--- src/rtl/cla_pkg.sv ---
// ---------------------------------------------------------------------------
// cla_pkg
// Shared definitions for the 4-bit carry-lookahead adder slice.
//   CLA_W    : slice width in bits
//   nibble_t : one slice-wide operand or result
//   SUM_RST  : value the registered sum takes while reset is asserted
// ---------------------------------------------------------------------------
package cla_pkg;

  localparam int CLA_W = 4;

  typedef logic [CLA_W-1:0] nibble_t;

  localparam nibble_t SUM_RST = 4'h0;

endpackage : cla_pkg

--- src/rtl/cla4_pg.sv ---
// ---------------------------------------------------------------------------
// cla4_pg
// Purely combinational 4-bit carry-lookahead core: generate/propagate terms,
// flat (non-rippling) carry expansion and the sum bits.
// Ports:
//   A, B  (in,  4) addends
//   c_in  (in,  1) carry in (becomes c0)
//   s     (out, 4) sum bits, s[i] = p[i] ^ c[i]
//   c_out (out, 1) carry out of bit 3 (c4)
// ---------------------------------------------------------------------------
module cla4_pg
  import cla_pkg::*;
(
  input  logic [3:0] A,
  input  logic [3:0] B,
  input  logic       c_in,
  output logic [3:0] s,
  output logic       c_out
);

  nibble_t    g;
  nibble_t    p;
  logic [4:0] c;

  genvar gi;

  generate
    for (gi = 0; gi < CLA_W; gi++) begin : g_pg
      assign g[gi] = A[gi] & B[gi];
      assign p[gi] = A[gi] ^ B[gi];
    end
  endgenerate

  // Every carry is expanded directly from g, p and c_in so no carry depends
  // on a lower carry; the depth stays two levels for every bit.
  assign c[0] = c_in;
  assign c[1] = g[0]
              | (p[0] & c_in);
  assign c[2] = g[1]
              | (p[1] & g[0])
              | (p[1] & p[0] & c_in);
  assign c[3] = g[2]
              | (p[2] & g[1])
              | (p[2] & p[1] & g[0])
              | (p[2] & p[1] & p[0] & c_in);
  assign c[4] = g[3]
              | (p[3] & g[2])
              | (p[3] & p[2] & g[1])
              | (p[3] & p[2] & p[1] & g[0])
              | (p[3] & p[2] & p[1] & p[0] & c_in);

  generate
    for (gi = 0; gi < CLA_W; gi++) begin : g_sum
      assign s[gi] = p[gi] ^ c[gi];
    end
  endgenerate

  assign c_out = c[4];

endmodule : cla4_pg

--- src/rtl/cla_adder4.sv ---
// ---------------------------------------------------------------------------
// cla_adder4
// 4-bit carry-lookahead adder slice with an enable-gated result register and
// a ready flag. Slices chain through c_out -> c_in combinationally.
// Subtraction is handled by the parent (B pre-inverted, c_in = 1).
// Ports:
//   clk    (in,  1) rising-edge clock
//   rst_n  (in,  1) asynchronous active-low reset
//   en     (in,  1) capture enable
//   c_in   (in,  1) carry in
//   A, B   (in,  4) addends
//   Output (out, 4) registered sum
//   c_out  (out, 1) combinational carry out
//   ready  (out, 1) Output holds the result captured on the last edge
// Build option:
//   CLA_ADDER4_IN_REG_EN - register A, B, c_in on en first; Output follows
//   one edge later (2-cycle latency), ready is en delayed by two edges and
//   c_out is computed from the registered inputs.
// ---------------------------------------------------------------------------
module cla_adder4
  import cla_pkg::*;
(
  input  logic       clk,
  input  logic       rst_n,
  input  logic       en,
  input  logic       c_in,
  input  logic [3:0] A,
  input  logic [3:0] B,
  output logic [3:0] Output,
  output logic       c_out,
  output logic       ready
);

  nibble_t sum_next;
  nibble_t sum_reg;
  logic    ready_reg;

`ifdef CLA_ADDER4_IN_REG_EN

  nibble_t a_reg;
  nibble_t b_reg;
  logic    cin_reg;
  logic    en_d_reg;

  always_ff @(posedge clk or negedge rst_n) begin
    if (!rst_n) begin
      a_reg    <= '0;
      b_reg    <= '0;
      cin_reg  <= 1'b0;
      en_d_reg <= 1'b0;
    end else begin
      en_d_reg <= en;
      if (en) begin
        a_reg   <= A;
        b_reg   <= B;
        cin_reg <= c_in;
      end
    end
  end

  cla4_pg u_pg (
    .A     (a_reg),
    .B     (b_reg),
    .c_in  (cin_reg),
    .s     (sum_next),
    .c_out (c_out)
  );

  // The output stage captures whenever the input stage captured on the
  // previous edge, so ready is en shifted through two flops.
  always_ff @(posedge clk or negedge rst_n) begin
    if (!rst_n) begin
      sum_reg   <= SUM_RST;
      ready_reg <= 1'b0;
    end else begin
      ready_reg <= en_d_reg;
      if (en_d_reg) begin
        sum_reg <= sum_next;
      end
    end
  end

`else

  // c_out comes straight from the live inputs so a downstream slice
  // clocked on the same edge captures the correct carry.
  cla4_pg u_pg (
    .A     (A),
    .B     (B),
    .c_in  (c_in),
    .s     (sum_next),
    .c_out (c_out)
  );

  always_ff @(posedge clk or negedge rst_n) begin
    if (!rst_n) begin
      sum_reg   <= SUM_RST;
      ready_reg <= 1'b0;
    end else begin
      ready_reg <= en;
      if (en) begin
        sum_reg <= sum_next;
      end
    end
  end

`endif

  assign Output = sum_reg;
  assign ready  = ready_reg;

endmodule : cla_adder4

--- config.mk ---
export PLATFORM = sky130hd
export DESIGN_NAME = cla_adder4
export DESIGN_NICKNAME = d
export VERILOG_FILES = /design/src/rtl/cla_pkg.sv /design/src/rtl/cla4_pg.sv /design/src/rtl/cla_adder4.sv
export SDC_FILE = /design/constraint.sdc
export NUM_CORES = 1
export LEC_CHECK = 0
export CAP_MARGIN = 20
export CORE_AREA = 4 4 41 43
export DETAILED_ROUTE_END_ITERATION = 7
export DIE_AREA = 0 0 45 47
export SYNTH_ARGS = -nofsm -noshare
export SYNTH_HDL_FRONTEND = slang
export SYNTH_SLANG_ARGS = --single-unit
--- constraint.sdc ---
create_clock -name clk -period 2.21 [get_ports clk]
set_clock_uncertainty 0.15 [all_clocks]
set_input_delay 0.442 -clock clk [delete_from_list [all_inputs] [get_ports clk]]
set_output_delay 0.442 -clock clk [all_outputs]
set_load 0.02 [all_outputs]
### After elaboration in Yosys (flattened, before gate mapping)

Cells that the tools add are included.

| word-level totals | value |
|---|---|
| input bits | 12 |
| output and inout bits | 6 |
| flip-flop bits (word level) | 5 |

| operators by class | value |
|---|---|
| bitwise gates (word level) | 38 |

Operator list:

| kind | number |
|---|---|
| $and 1x1->1 | 20 |
| $or 1x1->1 | 10 |
| $xor 1x1->1 | 8 |

### Longest topological paths before layout

Gate-level depths: netlist (run 1).

| logic depth | value |
|---|---|
| depth after elaboration | 6 |
| gate-level depth with buffers | 4 |

### Cells and area by module

From an unflattened synthesis (run 1), not the netlist that was laid out.

| second synthesis, totals | value |
|---|---|
| cells, all modules | 29 |
| area, all modules | 340.3 µm² |

Modules (own cells, without submodules):

| module | cells each | sequential area each (µm²) | times used | area an instance (µm²) |
|---|---|---|---|---|
| cla4_pg | 20 | 0.0 | 1 | 170.2 |
| cla_adder4 | 9 | 125.1 | 1 | 170.2 |

### Worst setup path after synthesis (run 1)

OpenSTA, ideal clock, no wires.

| timing | value |
|---|---|
| path type | input -> output |
| start point | input A[2] |
| end point | output c_out |
| data arrival time | 1.508 ns |
| stages on the path | 4 |
| slack | 0.110 ns |
| path buffers | 0 |
| required time | 1.618 ns |
| path through | ha_1 > and4_1 > a211o_1 > a21o_1 |

| on the way | value |
|---|---|
| word-level cells in the longest chain between the ends | 6 |
| elaborated cells between the ends (all ways) | 13 |
| those cells by class | bitwise (13) |

RTL lines:

| element | RTL line | text |
|---|---|---|
| from (decl) | cla_adder4.sv:27 | `input logic [3:0] A,` |
| $and 1x1->1 / $xor 1x1->1 (equally long branches) | cla4_pg.sv:29, cla4_pg.sv:30 |  |
| $and 1x1->1 (on tied branches) | - |  |
| $or 1x1->1 (tied with other cells) | cla4_pg.sv:47 | `\| (p[3] & g[2])` |
| $or 1x1->1 (tied with other cells) | cla4_pg.sv:48 | `\| (p[3] & p[2] & g[1])` |
| $or 1x1->1 / $and 1x1->1 (equally long branches) | cla4_pg.sv:49, cla4_pg.sv:50 |  |
| $or 1x1->1 (*) | cla4_pg.sv:50 | `\| (p[3] & p[2] & p[1] & p[0] & c_in);` |
| to (decl) | cla_adder4.sv:30 | `output logic c_out,` |

Mark *: on every way between the ends. The rest lies on a longest branch, timed or not.

### Worst setup path after layout (run 1)

Same ends and word-level chain as after synthesis.

==> flow_summary_export.csv, run 1 <==
group,metric,value,unit
route,routed_wl,929,um
clock_network,tritoncts,"done",
synth,yosys-top-cells-area,"dfrtp_1, ha_1, fa_1",
sta,drv_slew,0,
floorplan,die_area,0.00212,mm^2
power,power_density,544,mW/mm^2
worst_setup_path,crit_required,1.62,ns
clock_network,clock_sinks,5,
global_routing,gr-usage-met1,0.112,
sta,hold_viol,0,
synth,yosys_warnings,0,
worst_setup_path,crit_type,"primary input to output port",
global_routing,antenna_found_initial,0,
worst_setup_path,slowest_stage,"a211o_1",
sta,finalCritPeriodShare,0.979,
route,ant_nets,0,
global_routing,first_global_vias,405,
global_routing,grtUsageMet2,0.175,
clock_network,clk_path_buf_depth,2,
placement,port_buffers,17,
finish,seq_area,125,um^2
floorplan,initial_core_util,0.291,
worst_setup_path,rr_worst_depth,2,
floorplan,die_h,47,um
route,dr.pass1.iters,1,
global_routing,grt_max_degree,8,
finish,diodes,0,
synth,ys_seq_elements,5,
route,avgRoutedWirePerCell,10.8,um
finish,final_common_cell,"buf_4",
worst_setup_path,critPathMaxFanout,6,
finish,drive_above_1_share,0.380,
floorplan,fp-row-count,13,
worst_setup_path,r2r_start,"Output[3]",
clock_network,clk_pin_slew_worst_paths,0.04,ns
sta,finalSetupViolCount,0,
route,via_count,399,
synth,synthDominantCellAreaShare,0.330,
global_routing,grt_pass1_wl,1570,um
synth,avgSynthCellArea,9.98,um^2
synth,synth_cells,38,
finish,multiInputGateArea,272,um^2
synth,syn_nets,56,
worst_setup_path,crit_path_max_incr_delay,0.28,ns
route,via_per_inst,4.64,
route,drc,0,
synth,yosysTopAreaCell,"dfrtp_1",
finish,fill_cells,143,
clock_network,holdBufCountCts,0,
run,drv_cap,0,
worst_setup_path,r2r_slack,1.18,ns
worst_setup_path,crit_path_frequent_cell,"buf_6",
global_routing,grt_busiest_layer,"met2",
finish,most-common-layout-cells,"buf_4, clkdlybuf4s50_1, dfrtp_1, inv_1, buf_2",
placement,place_inst,79,
min_path,hold_class,"primary input to asynchronous set/reset pin",
finish,syn_to_final_growth,85.8,%
sta,min_period,2.16,ns
power,ir_worst_vdd,0.000187,V
placement,gp_congestion,0.732,
clock_network,insertion_delay,0.24,ns
synth,yosysSeqAreaShare,0.330,
worst_setup_path,crit_chain,"clkdlybuf4s15_1, ha_4, buf_6, a211o_1, a21o_1, buf_6",
power,p_leak,0.346,nW
route,dr.first_iter.drc_count,0,
sta,worst_slew_pin_slew,0.256,ns
clock_network,cts_buffers,3,
sta,fmax,462,MHz
finish,layout.cells.non_filler,86,
worst_setup_path,rr_endpoint,"Output[3]",
worst_setup_path,start_kind,"primary input",
sta,max_slew_margin,0.829,
placement,post_dp_cell_area,636,um^2
global_routing,grt_usage,0.108,
floorplan,io_pins,18,
clock_network,root_buffer,"clkbuf_4",
worst_setup_path,end_kind,"output port",
clock_network,h-tree-depth,1,
finish,fin_nets,90,
synth,synth_cell_types,22,
finish,largest_reg_flops,4,
outcome,status,"finished, final reports clean",
floorplan,die_width,45,um
synth,syn_area,379,um^2
global_routing,overflow,0,
floorplan,core-area,0.00130,mm^2
worst_setup_path,cp_data_arrival_time,1.57,ns
global_routing,grt_use_met3,0.0268,
finish,stdcell_area,704,um^2
metrics by stage:
stage	setup TNS, ns	total power [mW]	hold WS, ns	utilization	worst slack (ns)
global route	-0.0129	0.411	0.281	0.541	-0.0129
CTS	0	0.387	0.272	0.547	0.00120
detailed placement	-0.749	0.269	0.330	0.488	-0.749
finish	0	0.383	0.272	0.541	0.0467
global placement	-0.734	0.266	0.324	0.488	-0.734
floorplan	0	0.183	-0.00359	-	0.110
cells by family (layout without fill, tap and decap cells):
| group | after synthesis | after routing | share of synthesized area |
|---|---|---|---|
| AO/OA/AOI/OAI | 8 | 8 | 0.158 |
| adder cells (fa/ha/maj) | 6 | 6 | 0.218 |
| XOR/XNOR | 1 | 1 | 0.0231 |
| buffers and inverters | 6 | 39 | 0.0594 |
| multiplexers | 1 | 1 | 0.0297 |
| AND/OR/NAND/NOR | 11 | 11 | 0.182 |
| flip-flops | 5 | 5 | 0.330 |
cells in the mapped netlist:
cell,number
o21ai_0,1
a21o_1,2
ha_1,5
o2111ai_1,1
a221oi_1,1
mux2_2,1
nand3_1,2
inv_1,5
nand3b_1,1
or3_1,1
a21oi_1,1
and3b_1,1
inv_2,1
xnor2_1,1
nand2_1,2
fa_1,1
dfrtp_1,5
nand4_1,1
and4_1,1
nor2b_1,1
or4_1,1
a211o_1,2
layout make-up:
type                       count  area share
tap                           15      0.0266
sequential                     5       0.178
inverter                       6      0.0320
multi-input combinational     27       0.385
timing repair buffer          29       0.341
clock buffer                   4      0.0373
worst max-delay path: cells and delay by family:
| family | cells | cell delay [ns] |
|---|---|---|
| buffers and inverters | 3 | 0.45 |
| adders and majority gates | 1 | 0.23 |
| AOI/OAI and AO/OA | 2 | 0.46 |
per-layer routing:
layer | vias up | wire, um
met5 | - | 0
met4 | 0 | 21
met3 | 2 | 71
met2 | 15 | 446
met1 | 174 | 390
li1 | 208 | -
worst max-delay path by stage:
stage,from,end,slack (ns),cells past startpoint
after floorplan,A[2],c_out,0.11,4
after global placement,A[0],c_out,-0.73,6
after detailed placement,A[0],c_out,-0.75,6
after CTS,c_in,c_out,0.001,5
after global routing,A[2],c_out,-0.01,6
final,A[2],c_out,0.05,6
timing repair:
| item | 4_1_cts | 5_1_grt |
|---|---|---|
| buffers inserted | 2 | 1 |
| gates resized for setup | 28 | 4 |
| setup endpoints to repair | 1 | 1 |
| gates cloned | 0 | 0 |
| pin swaps | 7 | 5 |
power by group:
part / switching, mW / internal [mW] / total (mW)
Clock: 0.0360 / 0.0682 / 0.104
Combinational: 0.0699 / 0.0942 / 0.164
Sequential: 0.00805 / 0.107 / 0.115
Power figures use the tool's default switching activity.
==> run 2: changes to the inputs <==
--- a/config.mk
+++ b/config.mk
@@ -9,6 +9,7 @@
 export CORE_AREA = 4 4 41 43
 export DETAILED_ROUTE_END_ITERATION = 7
 export DIE_AREA = 0 0 45 47
+export HOLD_SLACK_MARGIN = 0.08
 export SYNTH_ARGS = -nofsm -noshare
 export SYNTH_HDL_FRONTEND = slang
 export SYNTH_SLANG_ARGS = --single-unit
==> results of run 2 <==
Final layout, timing and power as in run 1 (identical DEF).
==> run 3: changes to the inputs <==
--- a/config.mk
+++ b/config.mk
@@ -10,6 +10,7 @@
 export DETAILED_ROUTE_END_ITERATION = 7
 export DIE_AREA = 0 0 45 47
 export HOLD_SLACK_MARGIN = 0.08
+export PLACE_DENSITY = 0.69
 export SYNTH_ARGS = -nofsm -noshare
 export SYNTH_HDL_FRONTEND = slang
 export SYNTH_SLANG_ARGS = --single-unit
==> run 3 against run 2 <==
Routed wire length down 5.7%. Largest power group unchanged. Combinational power down 5%. Sequential share of layout area up 0.93 points. Non-clock buffer count down 4. Maximum frequency up 0.43%. Critical path depth down 1.
==> flow_summary_export.csv, run 3 (synthesized netlist as in run 1, its figures left out) <==
group,metric,value,unit
floorplan,fp-row-count,13,
finish,most-common-layout-cells,"clkdlybuf4s50_1, buf_4, dfrtp_1, inv_1, buf_2",
global_routing,grt_usage,0.102,
sta,worst_slew_pin_slew,0.247,ns
floorplan,initial_core_util,0.291,
global_routing,gr-usage-met1,0.115,
global_routing,grtUsageMet2,0.161,
route,via_count,393,
clock_network,root_buffer,"clkbuf_4",
sta,hold_viol,0,
clock_network,clk_path_buf_depth,2,
route,via_per_inst,4.79,
worst_setup_path,critPathMaxFanout,2,
sta,rsz0062_at_grt,"false",
power,p_leak,0.323,nW
sta,finalSetupViolCount,0,
sta,fmax,464,MHz
sta,min_period,2.15,ns
global_routing,grt_busiest_layer,"met2",
power,ir_worst_vdd,0.000175,V
worst_setup_path,start_kind,"primary input",
route,routed_wl,876,um
sta,drv_slew,0,
worst_setup_path,cp_data_arrival_time,1.56,ns
placement,gp_congestion,0.757,
clock_network,tritoncts,"done",
finish,diodes,0,
route,ant_nets,0,
run,drv_cap,0,
worst_setup_path,crit_path_max_incr_delay,0.42,ns
worst_setup_path,slowest_stage,"clkdlybuf4s50_1",
sta,finalCritPeriodShare,0.975,
floorplan,core-area,0.00130,mm^2
finish,syn_to_final_growth,76.6,%
finish,final_common_cell,"clkdlybuf4s50_1",
global_routing,grt_use_met3,0.0230,
sta,tns,0,ns
min_path,hold_class,"primary input to asynchronous set/reset pin",
clock_network,clk_pin_slew_worst_paths,0.04,ns
floorplan,die_h,47,um
worst_setup_path,crit_required,1.62,ns
sta,max_slew_margin,0.835,
floorplan,io_pins,18,
placement,post_dp_cell_area,613,um^2
worst_setup_path,crit_type,"primary input to output port",
clock_network,cts_buffers,3,
clock_network,clock_sinks,5,
global_routing,overflow,0,
global_routing,grt_pass1_wl,1490,um
floorplan,die_area,0.00212,mm^2
finish,largest_reg_flops,4,
placement,port_buffers,17,
route,dr.pass1.iters,2,
route,avgRoutedWirePerCell,10.7,um
finish,fin_nets,86,
worst_setup_path,crit_chain,"clkdlybuf4s50_1, and4_1, a211o_1, a21o_1, buf_6",
route,drc,0,
clock_network,holdBufCountCts,0,
worst_setup_path,end_kind,"output port",
clock_network,h-tree-depth,1,
global_routing,antenna_found_initial,0,
outcome,status,"finished, final reports clean",
global_routing,grt_max_degree,8,
route,dr.first_iter.drc_count,1,
global_routing,first_global_vias,371,
finish,stdcell_area,669,um^2
power,power_density,558,mW/mm^2
finish,drive_above_1_share,0.358,
sta,hold_ws,0.275,ns
clock_network,insertion_delay,0.24,ns
floorplan,die_width,45,um
[run 3: repair_timing]
item / CTS / global route
setup endpoints to repair: 1 / 1
gates cloned: 0 / 0
setup buffers: 1 / 1
gates resized for setup: 27 / 6
pin swaps: 7 / 6
[run 3: final timing paths]
kind	cells past startpoint	from	slack, ns	to
setup / recovery	5	c_in	0.06	c_out
hold / removal	1	rst_n	0.28	Output[3]
max in group asynchronous	1	rst_n	1.44	Output[0]
setup reg to reg	2	Output[3]	1.20	Output[3]
min in group clk	2	Output[2]	0.33	Output[2]
hold reg to reg	2	Output[2]	0.33	Output[2]
[run 3: per-layer routing]
| metal | share of wire | up-vias | wire length [um] |
|---|---|---|---|
| li1 | - | 197 | - |
| met1 | 0.42 | 175 | 368 |
| met2 | 0.46 | 16 | 406 |
| met3 | 0.080 | 5 | 70 |
| met4 | 0.035 | 0 | 31 |
| met5 | 0 | - | 0 |
[run 3: worst max-delay path, delay by kind of cell]
kind	cells	cell delay, ns
compound gates	2	0.40
simple gates	1	0.17
buf+inv	2	0.55
[run 3: stage by stage]
stage	setup slack, ns	utilization	power, mW	cells
final	0.0560	0.514	0.373	82
after global routing	0.00447	0.514	0.401	82
after CTS	0.00437	0.530	0.382	81
after detailed placement	-0.762	0.471	0.262	76
after global placement	-0.740	0.471	0.259	76
after floorplan	0.110	-	0.183	38
[run 3: report_power, final]
| group | leakage, nW | switching [mW] | total [mW] | internal (mW) |
|---|---|---|---|---|
| clock network | 0.0150 | 0.0370 | 0.105 | 0.0682 |
| logic | 0.248 | 0.0682 | 0.155 | 0.0864 |
| registers | 0.0600 | 0.00704 | 0.114 | 0.107 |
[run 3: final cells by class]
type,count,area [um^2]
Sequential cell,5,125
Inverter,6,22.5
Tap cell,15,18.8
Clock buffer,4,26.3
Fill cell,139,632
Timing Repair Buffer,25,205
Multi-Input combinational cell,27,272
